===== src/rtl/mems_dac_spi.sv =====
`timescale 1ns/1ps
// Serial back end for the MEMS mirror DAC: steps the sample address, waits for the
// upstream word to settle, then shifts it out as a 24-bit SPI frame. Macro: MEMS_SPI_LOOP_EN.
module mems_dac_spi #(
  parameter int          CLK_DIV       = 4,
  parameter int          SETTLE_CYCLES = 12,
  parameter int          GAP_CYCLES    = 6,
  parameter logic [15:0] ADDR_MAX      = 16'd8191
) (
  input  logic        clk,
  input  logic        rst,
  input  logic        start,
  input  logic        stop,
  input  logic [23:0] data,
  output logic [15:0] addr,
  output logic        sclk,
  output logic        sync_n,
  output logic        din,
  output logic        busy,
  output logic        frame_done
);

  typedef enum logic [2:0] {IDLE, SETTLE, LATCH, SHIFT, GAP} state_t;

  state_t      state, state_next;
  logic [15:0] cnt;
  logic [4:0]  bit_cnt;
  logic [23:0] sr;
  logic        stop_flag;
  logic        wrap_pending;
  logic        cnt_last;
  logic        at_max;
  logic        pattern_end;

  assign at_max = (addr == ADDR_MAX);
  assign din    = sr[23];

`ifdef MEMS_SPI_LOOP_EN
  assign pattern_end = 1'b0;
`else
  assign pattern_end = at_max;
`endif

  always_ff @(posedge clk or negedge rst) begin
    if (!rst) state <= IDLE;
    else      state <= state_next;
  end

  always_comb begin
    // NOTE: every signal gets a default before the case so no path leaves it unassigned (no latch).
    state_next = state;
    cnt_last   = 1'b0;
    unique case (state)
      IDLE:   if (start) state_next = SETTLE;
      SETTLE: begin
        cnt_last = (cnt == 16'(SETTLE_CYCLES - 1));
        if (cnt_last) state_next = LATCH;
      end
      LATCH:  state_next = SHIFT;
      SHIFT: begin
        cnt_last = (cnt == 16'(CLK_DIV - 1));
        if (cnt_last && !sclk && bit_cnt == 5'd0) state_next = GAP;
      end
      GAP: begin
        cnt_last = (cnt == 16'(GAP_CYCLES - 1));
        if (cnt_last) state_next = (stop_flag || pattern_end) ? IDLE : SETTLE;
      end
      default: state_next = IDLE;
    endcase
  end

  // NOTE: registers are updated with non-blocking assignments so every flop samples pre-edge values.
  always_ff @(posedge clk or negedge rst) begin
    if (!rst) begin
      cnt          <= '0;
      bit_cnt      <= '0;
      sr           <= '0;
      addr         <= '0;
      sclk         <= 1'b1;
      sync_n       <= 1'b1;
      busy         <= 1'b0;
      frame_done   <= 1'b0;
      stop_flag    <= 1'b0;
      wrap_pending <= 1'b0;
    end else begin
      busy       <= (state_next != IDLE);
      frame_done <= 1'b0;

      // Entering IDLE wins over a coincident stop; start+stop in IDLE leaves the flag set.
      if (state_next == IDLE) stop_flag <= 1'b0;
      else if (stop)          stop_flag <= 1'b1;

      if (state == IDLE || cnt_last || state_next != state) cnt <= '0;
      else                                                   cnt <= cnt + 16'd1;

      unique case (state)
        IDLE: begin
          if (start && wrap_pending) begin
            addr         <= 16'd2;
            wrap_pending <= 1'b0;
          end
        end
        LATCH: begin
          sr      <= data;
          bit_cnt <= 5'd23;
          sync_n  <= 1'b0;
        end
        SHIFT: begin
          if (cnt_last) begin
            if (sclk) begin
              sclk <= 1'b0;
            end else begin
              sclk <= 1'b1;
              if (bit_cnt == 5'd0) begin
                sync_n     <= 1'b1;
                frame_done <= 1'b1;
                sr         <= '0;
              end else begin
                bit_cnt <= bit_cnt - 5'd1;
                sr      <= {sr[22:0], 1'b0};
              end
            end
          end
        end
        GAP: begin
          // Addresses 0 and 1 are one-shot set-up words; the pattern loops over 2..ADDR_MAX.
          if (cnt_last) begin
            if (!at_max)          addr         <= addr + 16'd1;
            else if (pattern_end) wrap_pending <= 1'b1;
            else                  addr         <= 16'd2;
          end
        end
        default: ;
      endcase
    end
  end

endmodule

===== config.mk =====
export PLATFORM = sky130hd
export DESIGN_NAME = mems_dac_spi
export DESIGN_NICKNAME = d
export VERILOG_FILES = /design/src/rtl/mems_dac_spi.sv
export SDC_FILE = /design/constraint.sdc
export NUM_CORES = 1
export LEC_CHECK = 0
export CELL_PAD_IN_SITES_DETAIL_PLACEMENT = 0
export CELL_PAD_IN_SITES_GLOBAL_PLACEMENT = 2
export CORE_ASPECT_RATIO = 1.25
export CORE_MARGIN = 3
export CORE_UTILIZATION = 30
export DETAILED_ROUTE_END_ITERATION = 7
export PLACE_DENSITY = 0.68
export REMOVE_ABC_BUFFERS = 1
export SYNTH_ARGS = -nofsm -noshare
export SYNTH_HDL_FRONTEND = slang
export SYNTH_SLANG_ARGS = --single-unit

===== constraint.sdc =====
create_clock -name clk -period 5.2 [get_ports clk]
set_input_delay 1.56 -clock clk [delete_from_list [all_inputs] [get_ports clk]]
set_output_delay 1.56 -clock clk [all_outputs]
set_load 0.03 [all_outputs]

# == Word-level counts from Yosys, hierarchy flattened ==
# Index checks and enable logic that the tools add are counted.
# classes
shift,0
reduce_logical,20
n_div,0
n_eq_ne,17
n_lt_le_gt_ge,0
n_mux,35
n_addsub,3
n_bitwise,0
multipliers,0
# op_table
op,count
two-way mux 24 bit,3
two-way mux 16 bit,4
one-hot mux 24 bit (2 select lines),1
adder 16 x 1 -> 16 bit (second input constant),2
one-hot mux 16 bit (2 select lines),1
equality test 16 x 13 -> 1 bit (second input constant),1
equality test 16 x 2 -> 1 bit (second input constant),1
equality test 16 x 3 -> 1 bit (second input constant),1
equality test 16 x 4 -> 1 bit (second input constant),1
AND reduction 4 bit,4
two-way mux 5 bit,3
one-hot mux 3 bit (5 select lines),1
two-way mux 1 bit,14
inequality test 2 bit (second input constant),7
two-way mux 3 bit,4
one-hot mux 5 bit (2 select lines),1
equality test 3 x 2 -> 1 bit (second input constant),2
logical NOT 3 bit,2
nonzero test 2 bit,3
logical NOT 5 bit,1
subtractor 5 x 1 -> 5 bit (second input constant),1
one-hot mux 1 bit (2 select lines),2
equality test 3 x 1 -> 1 bit (second input constant),1
equality test 3 bit (second input constant),1
other kinds (9),13
# totals
romBits,0
n_memories,0
reg_bits,70
wordCells,86
mem_bits_rw,0
output_inout_bits,21
latchBits,0
input_bits,28

# == Logic depth before layout (Yosys ltp) ==
# logic_depth
depth_word,8
ltp_mapped,9
depth_no_buf,8

# == Worst setup path before layout ==
# Ideal clock, no wire load.
# synth_timing
path_kind,input -> register
startpoint,input port start
endpoint,register cnt[10]
setup_slack_ns,2.433
setup_ns,0.125
path_buffers,1
arrival_ns,2.642
required_time_ns,5.075
stages,5
path_cell_list,o221a_1 > nor2_1 > mux2i_1 > buf_2 > nor3_1
# synth_via
elab_chain_len,5
# synth_rtl
element,line_no,rtl
start: declaration,12,"input logic start,"
two-way mux 3 bit,54,IDLE: if (start) state_next = SETTLE;
one-hot mux 3 bit (5 select lines),53,unique case (state)
inequality test 3 bit,93,if (state == IDLE || cnt_last || state_next != state) cnt <= '0;
logical OR 1 bit,93,
two-way mux 16 bit,93,
end signal: assignment,94,else cnt <= cnt + 16'd1;
end: declaration,26,logic [15:0] cnt;
# Every way passes these cells.
# A chain may end at the register's enable or synchronous reset.

# == Worst setup path in the final report ==
# layout_timing
startpoint,register sclk
endpoint,output port sclk
# layout_lines
element,line_no,rtl
start: declaration,16,"output logic sclk,"
start signal: assignment,79,sclk <= 1'b1;
start signal: assignment,111,sclk <= 1'b0;
start signal: assignment,113,sclk <= 1'b1;
# No word-level cell between the ends.

==> out/results.ini <==
[run_status]
outcome=complete, no violations

[critical_path]
cp-end-kind=primary output
ff2ff_path_depth=6
crit_path_start_kind=register
critical_path.max_stage_delay_ns=0.73
cp_top_family=buffers and inverters
worst-path-buf-inv=1
crit_type=reg2out
crit_cells=1
timing.critical_path.fanout_max=6
worstPathCellList=clkdlybuf4s50_1
critPathRequiredTime_ns=3.64
critPathArrivalTime_ns=1.68
slowest_stage=clkdlybuf4s50_1

[finish]
drive_gt1_share_pct=10.7
area_delta_synth_final_pct=27.4
nets=401
num_antenna_cells=0

[pwr]
p_int_mw=1.00
power_switching_share_pct=21.2
p_per_area_nw_per_um2=293
power_frac_comb_pct=3.3
clockPowerShare_pct=52.9
p_leak_nw=1.87
total_power_mw=1.27
power_switching_mw=0.270
pwr-share-seq_pct=43.8
irDropWorstVdd_uv=162

[die]
dieArea_sq_um=12700
row_count=42
ios=49
start_util_pct=31.4
fp.dieH_um=125
coreArea_sq_um=10800
fp.dieW_um=101

[clock_tree]
clk_pin_slew_worst_paths_ns=0.06
cts_resized=0
cts_buffers=9
cts_root_buffer=clkbuf_16
postCtsSetupBuffers=0
clk_latency_ns=0.33
cts_max_path_buffers=2
htreeDepth=3
clock_sinks=70
cts_hold_buf=0
cts_tree=yes

[global_route]
grt_max_degree=44
use_met1_pct=16.5
globalRouteOverflowTotal=0
gr-usage-met2_pct=21.0
grt_pass1_wl_um=13200
top_usage_layer=met2
use_met3_pct=2.95
grt_antenna_before_repair=0
grt_pass1_vias=2702
grt_use_total_pct=13.0

[route]
totalWireLength_um=7820
num_vias=2611
vias_per_cell=5.17
ant_nets=0
drt-wirelength-per-cell_um=15.5
drcViolationCount=0
first_pass_iters=6
drtIter0Drc=160

[timing]
layout_setup_ws_ns=1.96
worstMarginPinSlew_ns=1.09
period_share_pct=62.4
setup_violations=0
hold_viol=0
period_minus_slack_ns=3.24
fin_skew_ns=0.00834
drv_slew=0
rsz0062_at_grt=false
slew_headroom_pct=27.5
tns_ns=0
timing.fmax_mhz=308

[logic_synthesis]
ys_seq_area_share_pct=51.6
syn_inst=318
synth-edff-count=0
ys.flop_type=dfrtp_1
syn-mean-instance-area_sq_um=10.7
synth.ff_latch_count=70
ys_async_sr_fraction_pct=100
synth_area_sq_um=3400
yosysWarningCount=0
ys_types=50

[worst_hold_path]
hp-class=reg2reg
hold_depth=2

[placement]
portBuffers=48
routabilityCongestion=0.714
hpwl_um=5210
post-place-ws_ns=2.07

[job]
drv_cap=0

sequential cells by signal, summed over array words and instances, names as in the netlist:
register,cells
addr,16
bit_cnt,5
busy,1
cnt,16
frame_done,1
sclk,1
sr,24
state,3
stop_flag,1
sync_n,1
wrap_pending,1
cells in the final DEF (no fill, tap or decap), types with 2 or more instances in the layout:
| cell type | count |
|---|---|
| dfrtp_1 | 68 |
| clkdlybuf4s50_1 | 47 |
| inv_1 | 28 |
| nor2_1 | 26 |
| xor2_1 | 25 |
| a222oi_1 | 23 |
| nand2_1 | 20 |
| nor3_1 | 18 |
| nand3_1 | 14 |
| and3_1 | 10 |
| clkbuf_16 | 9 |
| xnor2_1 | 8 |
| nand4_1 | 5 |
| ha_1 | 5 |
| nor4_2 | 4 |
| o21ai_0 | 4 |
| buf_4 | 4 |
| a21oi_1 | 3 |
| nor4_4 | 3 |
| or3_1 | 3 |
| and4_1 | 3 |
| inv_6 | 3 |
| nand4b_1 | 2 |
| or4b_1 | 2 |
| or2_2 | 2 |
| nor3_2 | 2 |
| o21ai_1 | 2 |
| a22oi_1 | 2 |
| bufinv_16 | 2 |
| dfstp_2 | 2 |
layer usage:
layer | share of wire (%) | routed length [um]
met1 | 45 | 3490
met2 | 50 | 3910
met3 | 3.7 | 287
met4 | 1.7 | 135
met5 | 0 | 0
through the flow:
step | hold WS (ns) | cell area (sq um) | util, % | instances
3_5_place_dp | 0.478 | 4010 | 37.0 | 489
4_1_cts | 0.494 | 4330 | 40.0 | 505
3_3_place_gp | 0.471 | 4010 | 37.0 | 489
2_1_floorplan | 0.454 | 3330 | - | 305
6_report | 0.490 | 4330 | 40.0 | 505
5_1_grt | 0.510 | 4330 | 40.0 | 505
cells in the mapped netlist (2+ instances only):
library cell	instances	area (sq um)
dfrtp_1	68	1700
inv_1	28	105
nor2_1	26	97.6
xor2_1	25	219
a222oi_1	23	230
nand2_1	20	75.1
nor3_1	18	90.1
nand3_1	14	70.1
and3_1	10	62.6
xnor2_1	8	70.1
clkbuf_1	7	26.3
ha_1	5	62.6
nand4_1	5	31.3
nor4_2	4	50.1
o21ai_0	4	20.0
a21oi_1	3	15.0
and4_1	3	26.3
buf_2	3	15.0
nor4_4	3	63.8
or3_1	3	18.8
a22oi_1	2	15.0
buf_6	2	22.5
dfstp_2	2	52.6
nand4b_1	2	17.5
nor3_2	2	20.0
o21ai_1	2	10.0
or2_2	2	12.5
or4b_1	2	20.0
cells by family (layout without fill, tap and decap cells):
logic type	after synthesis	count (layout)	share of synthesized area (%)
AO/OA/AOI/OAI	42	42	10.7
XOR/XNOR	33	33	8.50
adder cells (fa/ha/maj)	5	5	1.84
buffers and inverters	42	97	5.19
flip-flops	70	70	51.6
multiplexers	1	1	0.294
AND/OR/NAND/NOR	125	125	21.9
final timing paths:
kind / to / slack, ns / startpoint
setup / recovery: sclk / 1.96 / sclk$_DFFE_PN1P_
hold / removal: sr[16]$_DFFE_PN0P_ / 0.49 / sr[16]$_DFFE_PN0P_
setup reg to reg: sr[23]$_DFFE_PN0P_ / 2.57 / state[0]$_DFF_PN0_
hold reg to reg: sr[16]$_DFFE_PN0P_ / 0.49 / sr[16]$_DFFE_PN0P_
max in group asynchronous: sync_n$_DFFE_PN1P_ / 2.82 / rst
min in group asynchronous: addr[1]$_DFFE_PN0P_ / 1.39 / rst
cell type report:
type,instances,area [sq um]
Clock buffer,9,225
Clock inverter,7,103
Fill cell,1086,6490
Inverter,29,109
Multi-Input combinational cell,206,1470
Sequential cell,70,1750
Tap cell,132,165
Timing Repair Buffer,52,505
power groups by stage:
stage	logic [mW]	registers, mW	clock network [mW]
finish	0.0414	0.557	0.673
global route	0.0469	0.557	0.714
CTS	0.0433	0.557	0.696
detailed placement	0.0431	0.566	0
global placement	0.0427	0.566	0
floorplan	0.00724	0.566	0
Note: power is estimated with default switching activity, not from simulation.
